$ cat src/rtl/mul_seq_pkg.sv
// Shared types and constants for the byte-sequenced 16x16 multiplier.
package mul_seq_pkg;

  typedef enum logic [1:0] {
    IDLE  = 2'd0,
    MUL   = 2'd1,
    DRAIN = 2'd2,
    DONE  = 2'd3
  } state_t;

  localparam int BYTE_W = 8;
  localparam int OP_W   = 16;
  localparam int PROD_W = 32;

  // Each selected high byte contributes a factor of 2^8 to the partial product.
  function automatic logic [4:0] step_shift(input logic [1:0] step);
    logic [1:0] n_hi;
    n_hi = {1'b0, step[0]} + {1'b0, step[1]};
    return {n_hi, 3'b000};
  endfunction

endpackage

$ cat src/rtl/EightBitArrayMultiplier.sv
// Combinational 8x8 unsigned array multiplier core.
// Latency: 0 cycles (purely combinational).
// Backpressure: none, output follows inputs every cycle.
module EightBitArrayMultiplier
  import mul_seq_pkg::*;
(
  input  logic [BYTE_W-1:0]   a,
  input  logic [BYTE_W-1:0]   b,
  output logic [2*BYTE_W-1:0] p
);

  always_comb begin
    p = '0;
    for (int i = 0; i < BYTE_W; i++) begin
      if (b[i]) p = p + ({{BYTE_W{1'b0}}, a} << i);
    end
  end

endmodule

$ cat src/rtl/mul16_seq_ctrl.sv
// 16x16 unsigned multiply sequenced over four byte-pair products on one 8x8 core.
// Latency: out_valid 5 cycles after acceptance (6 with REG_PP=1).
// Backpressure: result held until out_ready; no new operands accepted until then.
module mul16_seq_ctrl
  import mul_seq_pkg::*;
#(
  parameter int unsigned REG_PP = 0
) (
  input  logic              clk,
  input  logic              rst_n,
  input  logic              clr,
  input  logic              in_valid,
  output logic              in_ready,
  input  logic [OP_W-1:0]   in_a,
  input  logic [OP_W-1:0]   in_b,
  output logic              out_valid,
  input  logic              out_ready,
  output logic [PROD_W-1:0] out_p,
  output logic              busy
);

  state_t                state;
  logic [OP_W-1:0]       a_q;
  logic [OP_W-1:0]       b_q;
  logic [1:0]            step;
  logic [BYTE_W-1:0]     a_byte;
  logic [BYTE_W-1:0]     b_byte;
  logic [2*BYTE_W-1:0]   core_p;
  logic [2*BYTE_W-1:0]   pp_q;
  logic [1:0]            pp_step;
  logic                  pp_vld;
  logic [PROD_W-1:0]     acc;
  logic [2*BYTE_W-1:0]   add_src;
  logic [4:0]            add_shift;
  logic                  add_en;
  logic [PROD_W-1:0]     addend;

  assign in_ready = (state == IDLE) && !clr;
  assign busy     = (state != IDLE);
  assign out_p    = acc;

  assign a_byte = step[0] ? a_q[OP_W-1:BYTE_W] : a_q[BYTE_W-1:0];
  assign b_byte = step[1] ? b_q[OP_W-1:BYTE_W] : b_q[BYTE_W-1:0];

  EightBitArrayMultiplier u_core (
    .a (a_byte),
    .b (b_byte),
    .p (core_p)
  );

  // With REG_PP the accumulator trails the core by one cycle, using the step
  // that was registered alongside the partial product.
  always_comb begin
    add_src   = core_p;
    add_shift = step_shift(step);
    add_en    = (state == MUL);
    if (REG_PP != 0) begin
      add_src   = pp_q;
      add_shift = step_shift(pp_step);
      add_en    = pp_vld;
    end
    addend = PROD_W'(add_src) << add_shift;
  end

  always_ff @(posedge clk or negedge rst_n) begin
    if (!rst_n) begin
      state     <= IDLE;
      a_q       <= '0;
      b_q       <= '0;
      step      <= '0;
      pp_q      <= '0;
      pp_step   <= '0;
      pp_vld    <= 1'b0;
      acc       <= '0;
      out_valid <= 1'b0;
    end else if (clr) begin
      state     <= IDLE;
      step      <= '0;
      pp_vld    <= 1'b0;
      acc       <= '0;
      out_valid <= 1'b0;
    end else begin
      pp_q    <= core_p;
      pp_step <= step;
      pp_vld  <= (state == MUL);
      if (add_en) acc <= acc + addend;

      case (state)
        IDLE: begin
          if (in_valid) begin
            a_q   <= in_a;
            b_q   <= in_b;
            acc   <= '0;
            step  <= '0;
            state <= MUL;
          end
        end
        MUL: begin
          step <= step + 2'd1;
          if (step == 2'd3) begin
            state     <= (REG_PP != 0) ? DRAIN : DONE;
            out_valid <= (REG_PP == 0);
          end
        end
        DRAIN: begin
          state     <= DONE;
          out_valid <= 1'b1;
        end
        DONE: begin
          if (out_ready) begin
            out_valid <= 1'b0;
            state     <= IDLE;
          end
        end
        default: state <= IDLE;
      endcase
    end
  end

endmodule

$ cat config.mk
export PLATFORM = sky130hd
export DESIGN_NAME = mul16_seq_ctrl
export DESIGN_NICKNAME = d
export VERILOG_FILES = /design/src/rtl/mul_seq_pkg.sv /design/src/rtl/EightBitArrayMultiplier.sv /design/src/rtl/mul16_seq_ctrl.sv
export SDC_FILE = /design/constraint.sdc
export NUM_CORES = 1
export LEC_CHECK = 0
export ABC_AREA = 0
export CORE_ASPECT_RATIO = 1.75
export CORE_MARGIN = 2
export CORE_UTILIZATION = 25
export CTS_BUF_LIST = sky130_fd_sc_hd__clkbuf_16
export DETAILED_ROUTE_END_ITERATION = 7
export DONT_BUFFER_PORTS = 1
export GPL_ROUTABILITY_DRIVEN = 0
export RECOVER_POWER = 25
export SLEW_MARGIN = 20
export SYNTH_ARGS = -nofsm -noshare
export SYNTH_HDL_FRONTEND = slang
export SYNTH_SLANG_ARGS = --single-unit
$ cat constraint.sdc
create_clock -name clk -period 16.6 [get_ports clk]
set_input_delay 3.32 -clock clk [delete_from_list [all_inputs] [get_ports clk]]
set_output_delay 3.32 -clock clk [all_outputs]
set_load 0.005 [all_outputs]
==> Word level (Yosys, flattened, before mapping) <==
Cells that the tools add are included.
Widths: inputs -> output; s select.
{ "classes": {"add_sub_neg": 10, "n_eq_ne": 7, "shift": 1, "mux": 26, "n_bitwise": 1, "n_reduce_logical": 10} }
{ "op_table": {"columns": ["op", "n"], "rows": [
  ["$mux 32", 4],
  ["$mux 16", 7],
  ["$add 32x32->32", 1],
  ["$shl 16x5->32", 1],
  ["$mux 8", 3],
  ["$add 16x10->16", 1],
  ["$add 16x11->16", 1],
  ["$add 16x12->16", 1],
  ["$add 16x13->16", 1],
  ["$add 16x14->16", 1],
  ["$add 16x15->16", 1],
  ["$add 16x9->16", 1],
  ["$mux 2", 6],
  ["$reduce_and 3->1", 3],
  ["$pmux 2 s4", 1],
  ["$eq 2x2->1 const B", 3],
  ["$ne 3x3->1 const B", 2],
  ["$pmux 2 s2", 1],
  ["$reduce_bool 4->1", 1],
  ["$mux 1", 3],
  ["$ne 3x2->1 const B", 1],
  ["$pmux 1 s3", 1],
  ["$reduce_bool 3->1", 1],
  ["$add 1x1->2", 1],
  ["other kinds (8)", 8]
]} }
{ "totals": {"reg_bits": 69, "out_inout_bits": 35, "word_cells": 61} }

==> Depth between registers and ports, before layout <==
{ "logic_depth": {"word_depth": 22, "ltp_mapped": 68, "mapped_depth_nobuf": 67} }

==> By module <==
From an unflattened synthesis, not the netlist that was laid out.
{ "hier_totals": {"hier_cells": 984, "area_unflattened_um2": 8350.5} }
{ "modules_own_cells": {"columns": ["mod", "instances", "cells_per_inst", "area_each_um2"], "rows": [
  ["mul16_seq_ctrl", 1, 541, 5117.4],
  ["EightBitArrayMultiplier", 1, 443, 3233.1]
]} }

==> Worst setup path before layout <==
OpenSTA, ideal clock, no wires.
{ "synth_path": {"path_type": "register to register", "start": "reg step[0]", "end": "reg acc[31] (netlist: out_p[31])", "setup_time_ns": 0.119, "arrival_time_ns": 11.515, "t_required_ns": 16.481, "path_slack_ns": 4.966, "stages_incl_launch_ff": 63, "path_buffers": 3, "synth_period_minus_slack_ns": 11.634, "path_cell_list": "dfrtp_1 buf_6 mux2i_4 inv_2 buf_6 xnor2_1 ha_1 o21ai_0 nand2_1 a22oi_1 inv_1 ha_1 a21o_1 a21oi_1 o21bai_1 a21oi_1 xor2_1 nor2_1 [... 27 more ...] a2111oi_0 a211oi_1 o21ai_0 xor2_1 a21oi_1 a211oi_1 ha_1 a21oi_1 nor2_1 a211o_1 or3_1 o21ai_0 a31oi_1 or2_2 a31o_2 and4_4 o31a_1 o21a_1"} }
{ "synth_between": {"elab_chain_len": 22, "elab_cells_between_ends": 23} }
{ "synth_lines": {"columns": ["element", "line", "source"], "rows": [
  ["start, declared", "mul16_seq_ctrl.sv:25", "logic [1:0] step;"],
  ["start signal, assigned", "mul16_seq_ctrl.sv:99", "step <= step + 2'd1;"],
  ["$mux 8", "mul16_seq_ctrl.sv:42", "assign a_byte = step[0] ? a_q[OP_W-1:BYTE_W] : a_q[BYTE_W-1:0];"],
  ["$mux 8", "EightBitArrayMultiplier.sv:15", "if (b[i]) p = p + ({{BYTE_W{1'b0}}, a} << i);"],
  ["$add 16x9->16", "EightBitArrayMultiplier.sv:15", null],
  ["$mux 16", "EightBitArrayMultiplier.sv:15", null],
  ["$add 16x10->16", "EightBitArrayMultiplier.sv:15", null],
  ["$mux 16", "EightBitArrayMultiplier.sv:15", null],
  ["$add 16x11->16", "EightBitArrayMultiplier.sv:15", null],
  ["$mux 16", "EightBitArrayMultiplier.sv:15", null],
  ["[... 6 more ...]", null, null],
  ["$add 16x15->16", "EightBitArrayMultiplier.sv:15", null],
  ["$mux 16", "EightBitArrayMultiplier.sv:15", null],
  ["$shl 16x5->32 (*)", "mul16_seq_ctrl.sv:62", "addend = PROD_W'(add_src) << add_shift;"],
  ["$add 32x32->32 (*)", "mul16_seq_ctrl.sv:86", "if (add_en) acc <= acc + addend;"],
  ["$mux 32 (*)", "mul16_seq_ctrl.sv:86", null],
  ["$mux 32", "mul16_seq_ctrl.sv:90", "if (in_valid) begin"],
  ["$mux 32 (*)", "mul16_seq_ctrl.sv:88", "case (state)"],
  ["$mux 32 (*)", "mul16_seq_ctrl.sv:76", "end else if (clr) begin"],
  ["end signal, assigned", "mul16_seq_ctrl.sv:86", null],
  ["end, declared", "mul16_seq_ctrl.sv:32", "logic [PROD_W-1:0] acc;"]
]} }
Every way passes the cells marked *; elsewhere a longest branch is shown, timed or not.
A chain may end at the register's enable or synchronous reset.

==> Final worst setup path <==
Ends and elaborated chain as after synthesis.

==> results.env <==
OUTCOME='finished, final reports clean'
FINAL.FILL_COUNT=3338
TIMING.CRITICAL_PATH.TO_TYPE='flip-flop'
YS_FF_LATCH=69
CRIT_FANOUT=16
DRT_ITER0_DRC=295
GRT_USAGE_PCT=14.2
ROUTED-WL-MET2_MM=12.3
CTS_NUM_SINKS=69
CP_SLOWEST_CELL='dfrtp_1'
GRT_ANTENNA_BEFORE_REPAIR=0
INITIAL_UTILIZATION_PCT=25.2
SYNTHFLOPTYPE='dfrtp_1'
DPL.HPWL_MM=18.7
SYNTH_SEQ_AREA_SHARE_PCT=21.9
LAYOUT.CELLS.MOST_COMMON='nor2_1'
CTS-HOLD-FIX-BUFFERS=0
FINAL-HOLD-VIOLATION-COUNT=0
YOSYSUNIQUECELLTYPES=66
CTS_BUFFERS=9
NUMPLACEDINSTANCES=1320
DRIVE_ABOVE_1_SHARE_PCT=8.85
SETUP_SKEW_AFTER_LAYOUT_NS=0.00734
SETUP-TNS-FINAL_NS=0
DIE_W_UM=138
WORSTPATHBUFFERINVERTERCOUNT=7
CP.ARRIVAL_NS=14.09
ROUTEDLENGTHMET1_MM=8.67
NUM_ANTENNA_CELLS=0
CRITPATHTOPFAMILY='compound AO/OA/AOI/OAI gates'
SYNTHCELLS=950
CRIT_TYPE='flip-flop to flip-flop'
AVGROUTEDWIREPERCELL_UM=17.7
SYN_NETS=1083
FIRSTDRTPASSITERS=5
SYNTH-EDFF-COUNT=0
DRC=0
MAX_SLEW.WORST_PIN.SLEW_NS=1.05
FMAX_MHz=72.2
CORE_AREA_UM2=31300
CRIT_PATH_MAX_INCR_DELAY_NS=0.74
DIEAREA_UM2=33000
WORST_SKEW_PAIR.LATE_LATENCY_NS=0.35
VIA_COUNT_OF_THE_FIRST_GLOBAL_ROUTING_PASS=7175
FINAL_PERIOD_MINUS_WORST_SETUP_SLACK_NS=13.84
POSTCTSSETUPREPAIRBUFS=0
CLK_PATH_BUF_DEPTH=2
ASYNC_FLOP_SHARE_PCT=100
GRT_START_MAX_NET_PINS=70
ROWS=86
RSZ_0062_RAISED_AFTER_GLOBAL_ROUTING='no'
CTS.ROOT.BUFFER_CELL='clkbuf_16'
FINISH.CELL_COUNT_WITHOUT_FILLERS=1334
YOSYSWARNINGCOUNT=0
FINAL_NETS=1068
WORST-ENDPOINT-REQUIRED_NS=16.85
POSTCTSRESIZEDCELLS=0
GRT_FIRST_PASS_WIRELENGTH_MM=37.4
ROUTE.FINAL.WIRE_LENGTH_MM=23.5
SETUP_VIOL=0
IO_PINS=72
CRIT_PATH_START_KIND='flip-flop'
SYNTH_AREA_UM2=7880
VIASPERCELL=5.33
TOP_LAYER_USED='met4'
SYNTH_AREA_PER_CELL_UM2=8.29
FIN_CRIT_SH_PCT=83.4
CPMOSTUSEDCELL='ha_1'
DIE_H_UM=239
HTREEDEPTH=3
DRT.ANTENNA.VIOLATING_NETS=0
CAP_VIOL_MAX_COUNT=0
RRSETUPSLACK_NS=2.76
AREA_DELTA_SYNTH_FINAL_PCT=8.62
HOLD_PATH_CLASS='flip-flop to flip-flop'
CTS_TREE='done'
GRT-OVFL-TOTAL=0
COUNT_OF_INPUT_AND_OUTPUT_BUFFERS=0
DRV_SLEW=0
SLEW-LIMIT-HEADROOM_PCT=28.3
CLK_PIN_SLEW_NS=0.06
DR_TOTAL_VIAS=7110
WL_MET3_UM=960
FINAL_CELL_MIX='nor2_1 (104), ha_1 (90), a21oi_1 (70)'
## Yosys cell counts (7+ instances only)
cell / number / share of area (%)
nor2_1: 104 / 5.0
ha_1: 90 / 14
a21oi_1: 70 / 4.4
dfrtp_1: 69 / 22
o21ai_0: 65 / 4.1
nand2_1: 58 / 2.8
inv_1: 57 / 2.7
mux2_2: 47 / 6.7
mux2i_1: 42 / 5.3
xnor2_1: 38 / 4.2
a21o_1: 28 / 2.7
a211oi_1: 22 / 2.1
nor3_1: 22 / 1.4
clkbuf_1: 21 / 1.0
nand3_1: 18 / 1.1
o21a_1: 14 / 1.3
a31oi_1: 12 / 0.95
o21bai_1: 11 / 1.0
nor2b_1: 10 / 0.79
o211ai_1: 10 / 0.95
xor2_1: 10 / 1.1
nand2b_1: 9 / 0.71
and2_1: 7 / 0.56
and3_1: 7 / 0.56
## cell type report
class | instances | area, um2 | area share [%]
clock buffer | 9 | 225 | 2.63
multi-input combinational | 789 | 5790 | 67.6
clock inverter | 5 | 55.1 | 0.643
inverter | 60 | 225 | 2.63
tap | 396 | 495 | 5.79
timing repair buffer | 6 | 45.0 | 0.526
sequential | 69 | 1730 | 20.2
## worst paths after layout
check                         from         to  cells after the start
setup / recovery           step[0]  out_p[31]                     59
hold / removal              a_q[7]     a_q[7]                      1
min in group asynchronous    rst_n  out_p[22]                      0
max in group asynchronous    rst_n     a_q[0]                      0
hold reg to reg             a_q[7]     a_q[7]                      1
setup reg to reg           step[0]  out_p[31]                     59
## flip-flops by register name (all words and copies together), names as in the netlist
name       count
a_q           16
b_q           16
out_valid      1
state          2
step           2
out_p         32
## stage by stage
step	hold WS [ns]	utilization [%]	instance area, um2	setup WS (ns)
floorplan	0.474	-	7880	4.97
detailed placement	0.492	26.4	8280	2.90
global route	0.528	27.3	8560	1.70
finish	0.504	27.3	8560	2.76
global placement	0.491	26.4	8280	3.15
CTS	0.505	27.3	8560	2.87
## cells by family (layout without fill, tap and decap cells)
family | after synthesis | in the layout | share of synthesized area [%]
mux | 91 | 91 | 12.6
simple gates | 265 | 265 | 15.7
xor+xnor | 48 | 48 | 5.33
compound gates | 288 | 288 | 23.8
flops | 69 | 69 | 21.9
fa+ha+maj | 97 | 97 | 15.9
buf+inv | 92 | 80 | 4.70
## layer usage
| layer | vias up | track usage [%] |
|---|---|---|
| met2 | 200 | 26.8 |
| li1 | 3456 | - |
| met1 | 3368 | 13.8 |
| met5 | - | 0 |
| met3 | 86 | 2.50 |
| met4 | 0 | 10.0 |
## worst register-to-register path, delay by kind of cell, from the launching register on
kind	cells	cell delay, ns
AND/OR/NAND/NOR	14	2.39
adder cells (fa/ha/maj)	8	2.50
buffers and inverters	7	0.86
flip-flops	1	0.74
XOR/XNOR	6	0.86
AO/OA/AOI/OAI	21	5.39
multiplexers	3	1.01
Power is left out: the tool's default activity adds up to more than one toggle a clock period on the data nets, which glitch-free logic cannot reach.
==> edit 1: new RTL, same settings <==
`REG_PP`: 0 -> 1.
--- a/src/rtl/mul16_seq_ctrl.sv
+++ b/src/rtl/mul16_seq_ctrl.sv
@@ -5,5 +5,5 @@
   import mul_seq_pkg::*;
 #(
-  parameter int unsigned REG_PP = 0
+  parameter int unsigned REG_PP = 1
 ) (
   input  logic              clk,
Formal check against the unedited RTL: not equivalent (a bounded check fails within 4 cycles, from zero or initial values and one cycle with rst_n low).
==> edit 1 against the original RTL <==
  * Count of clock-buffer cells in the layout unchanged
  * Cell area increased by 9.8%
  * Worst setup slack improved by 2.8 ns
  * Maximum frequency grew 26%
  * Clock skew increased by 0.0036 ns
  * Routed wire length down 3.0%
  * Sequential share of layout area grew 3.3 points
  * Via count is 0.46% higher
  * Global-route usage decreased by 1.2 points
  * Sequential cell count increased by 19
  * Synthesized area increased by 9.1%
  * Largest cell class unchanged
Power is left out: the tool's default activity adds up to more than one toggle a clock period on the data nets, which glitch-free logic cannot reach.
==> edit 1: results (changes against the original RTL) <==
met3 Use GR 0.0236 (-0.00140); CP Max Fanout 22 (+6); GRT Total Usage 0.130 (-0.0122); vias per inst 5.03 (-5.6%); fraction of layout instances using a drive strength above 1 0.109 (+0.0205); drt total wl 22800 µm (-3.0%); deepest clock path buffer count 2 (unchanged); Synth area leader dfrtp_1; H-tree depth 3 (unchanged); grt met1 use 0.127 (-0.0107); Max-slew headroom 0.331 (+0.0487); Post-synth top flop dfrtp_1; Post-CTS Setup Repair Bufs 0 (unchanged); distinct cell type count after synthesis 86 (+30%); M1 WL 8380 µm (-3.4%); Worst Hold Class register to register; cells after synthesis 973 (+2.4%); initial DRC count 279 (-5.4%); area of placed instances 9080 µm² (+9.7%); fillers 3631 (+8.8%); ys async rst share 1.00 (unchanged); ANT nets after route 0 (unchanged); synthesized net count 1105 (+2.0%); Worst Path Arrival 11.22 ns (-2.87 ns); met3 WL 889 µm (-7.4%); Skew-Pair Late Insertion Delay 0.37 ns (+0.02 ns); Max Clock Skew 0.0110 ns (+0.00364 ns); setup slack at placement 5.71 ns (+2.82 ns); list of most frequent post-synthesis cells nor2_1, ha_1, dfrtp_1; met2 usage 0.244 (-0.0243); vias in the first global route 7433 (+3.6%); Inserted Clock Buffers 9 (unchanged); CP max-delay cell mux2i_2; worst hold start a_q[7]; max reg flops 32 (unchanged); HPWL after detailed placement 18100 µm (-3.4%); Worst path max stage delay 0.89 ns (+0.15 ns); # port buffers 0 (unchanged); fin cells 1419 (+6.4%); sequential share of the synthesized area 0.256 (+0.0370); cell with the most instances after synthesis nor2_1; pin count of the biggest net entering global routing 89 (+27%); synth top area cells dfrtp_1, ha_1, mux2i_1; Yosys warning count 0 (unchanged); post_cts resized 0 (unchanged); initial antenna violation count 2 (+2); Root Buffer clkbuf_16; Max Used Layer met5; metal2 WL 12200 µm (-0.77%); first-pass GRT wire length 37100 µm (-0.79%); outcome complete, no violations; worst setup path startpoint step[0]; DRC viols 0 (unchanged); Pre-antenna DRT Iters 4 (-1); Clock Pin Slew Worst Setup and Hold Paths 0.07 ns
-- edit 1: changes by cell type in the layout (fill, tap and decap cells not counted), moves of 9 or more --
cell	delta
dfrtp_1	+18
nor2_1	+10
a22o_1	+9
a21oi_1	-14
a211oi_1	-9
mux2i_1	+20
-- edit 1: critical path: cells and delay by family, from the launching register on --
kind,cells,cell delay (ns)
multiplexers,2,1.12
AO/OA/AOI/OAI,18,3.16
buffers and inverters,3,0.63
flip-flops,1,0.70
XOR/XNOR,3,0.46
AND/OR/NAND/NOR,13,2.60
adder cells (fa/ha/maj),7,2.14
-- edit 1: worst paths after layout --
path	end	slack (ns)	depth (start not counted)
max in group asynchronous	out_p[19]	13.77	0
hold reg to reg	a_q[7]	0.51	1
hold / removal	a_q[7]	0.51	1
setup / recovery	add_src[13]	5.59	46
min in group asynchronous	b_q[9]	2.64	0
setup reg to reg	add_src[13]	5.59	46
-- edit 1: kinds of logic (layout without fill, tap and decap cells) --
family / after synthesis / in the layout / share of synthesized area
DFF: 88 / 88 / 0.256
other: 0 / 1 / 0
buffers and inverters: 88 / 78 / 0.0416
adders and majority gates: 96 / 96 / 0.145
and+or+nand+nor: 267 / 267 / 0.146
muxes: 113 / 113 / 0.141
xor gates and xnor gates: 54 / 54 / 0.0559
AOI/OAI and AO/OA: 267 / 267 / 0.214
-- edit 1: final cells by class --
type,instances,area [µm²],share of cell area
Tap cell,455,569,0.0606
Clock buffer,9,225,0.0240
Sequential cell,88,2200,0.234
Antenna cell,1,2.50,0.000266
Timing Repair Buffer,8,60.1,0.00639
Inverter,54,203,0.0216
Multi-Input combinational cell,797,6040,0.643
Clock inverter,7,92.6,0.00985
==> edit 2: new RTL, config.mk and constraints unchanged <==
Made on the original files. Make the reset (`rst_n`) synchronous in one clocked block.
--- a/src/rtl/mul16_seq_ctrl.sv
+++ b/src/rtl/mul16_seq_ctrl.sv
@@ -63,5 +63,5 @@
   end
 
-  always_ff @(posedge clk or negedge rst_n) begin
+  always_ff @(posedge clk) begin
     if (!rst_n) begin
       state     <= IDLE;
Behaviour: not the same (a bounded check fails within 4 cycles, from zero or initial values and one cycle with rst_n low; the reset may be asserted at any time).
==> edit 2 against the original RTL <==
  * Count of clock-buffer cells in the layout unchanged
  * The run now ends with max-capacitance violations, max-slew violations left
  * Worst setup slack improved by 0.67 ns
  * Sequential cell count unchanged
  * Cell area is 3.8% lower
  * Largest cell class unchanged
  * Synthesized area decreased by 4.1%
  * Routed wire length is 5.8% lower
  * First-iteration DRC count is 21% higher
  * Sequential share of layout area shrank 3.4 points
  * Critical endpoint is now out_p[30]
Power is left out: it rests on default switching activity, and per cell area and clock period it moved more than threefold.
==> edit 2: results (changes against the original RTL) <==
post-synthesis mux area share 0.0934 (-0.0329); CP Max Fanout 17 (+1); pins over their slew limit 33 (+33); ys async rst share 0 (-1.00); total of max-cap violations 1 (+1); met3 WL 768 µm (-20%); DR WL/cell 16.3 µm (-7.6%); via count 6940 (-2.4%); sequential share of the synthesized area 0.183 (-0.0364); GRT Total Usage 0.141 (-0.000824); Max-slew headroom -0.0528 (-0.335); fraction of layout instances using a drive strength above 1 0.0628 (-0.0257); pin count of the biggest net entering global routing 44 (-37%); initial DRC count 357 (+21%); outcome finished with violations; initial antenna violation count 1 (+1); failing checks max-capacitance violations, max-slew violations; setup slack at placement 3.71 ns (+0.816 ns); metal2 WL 11900 µm (-3.8%); Synth Area in Adders 0.165 (+0.00546); met2 usage 0.272 (+0.00382); CP max-delay cell dfxtp_1; Worst path max stage delay 0.81 ns (+0.07 ns); synthesized net count 1119 (+3.3%); distinct cell type count after synthesis 73 (+11%); vias in the first global route 6777 (-5.5%); fillers 3204 (-4.0%)
edit 2: cell count changes after synthesis, sizes merged, moves of 8 or more:
cell,change
nor3,-8
mux2,-28
a21boi,+29
dfrtp,-69
inv,-9
a211oi,-9
o21ai,-12
xnor2,+8
o22ai,+8
dfxtp,+69
nand2,+70
edit 2: kinds of logic (layout without fill, tap and decap cells):
group / after synthesis / after routing
AOI/OAI and AO/OA: 296 / 296
xor gates and xnor gates: 63 / 63
adders and majority gates: 96 / 96
buffers and inverters: 86 / 72
DFF: 69 / 69
muxes: 65 / 65
other: 0 / 1
and+or+nand+nor: 311 / 311
edit 2: final timing paths:
path,slack (ns),cells past startpoint,from,end
min reg2reg,0.46,2,a_q[7],a_q[7]
min,0.46,2,a_q[7],a_q[7]
max reg2reg,3.43,57,step[0],out_p[30]
max,3.43,57,step[0],out_p[30]
edit 2: through the flow:
step           cells  hold slack [ns]   util  area [µm²]
6_report        1360            0.463  0.275        8230
5_1_grt         1360            0.505  0.275        8230
4_1_cts         1359            0.466  0.275        8230
3_5_place_dp    1343            0.458  0.264        7920
3_3_place_gp    1343            0.452  0.264        7920
2_1_floorplan    986            0.440      -        7560
edit 2: final cells by class:
| cell class | instances | area share |
|---|---|---|
| Multi-Input combinational cell | 831 | 0.709 |
| Sequential cell | 69 | 0.168 |
| Tap cell | 387 | 0.0588 |
| Clock buffer | 9 | 0.0274 |
| Inverter | 52 | 0.0237 |
| Clock inverter | 7 | 0.0100 |
| Timing Repair Buffer | 4 | 0.00319 |
| Antenna cell | 1 | 0.000304 |
edit 2: worst min-delay path, delay by kind of cell, from the launching register on:
kind | cells | cell delay [ns]
flops | 1 | 0.31
simple gates | 1 | 0.04
compound gates | 1 | 0.06
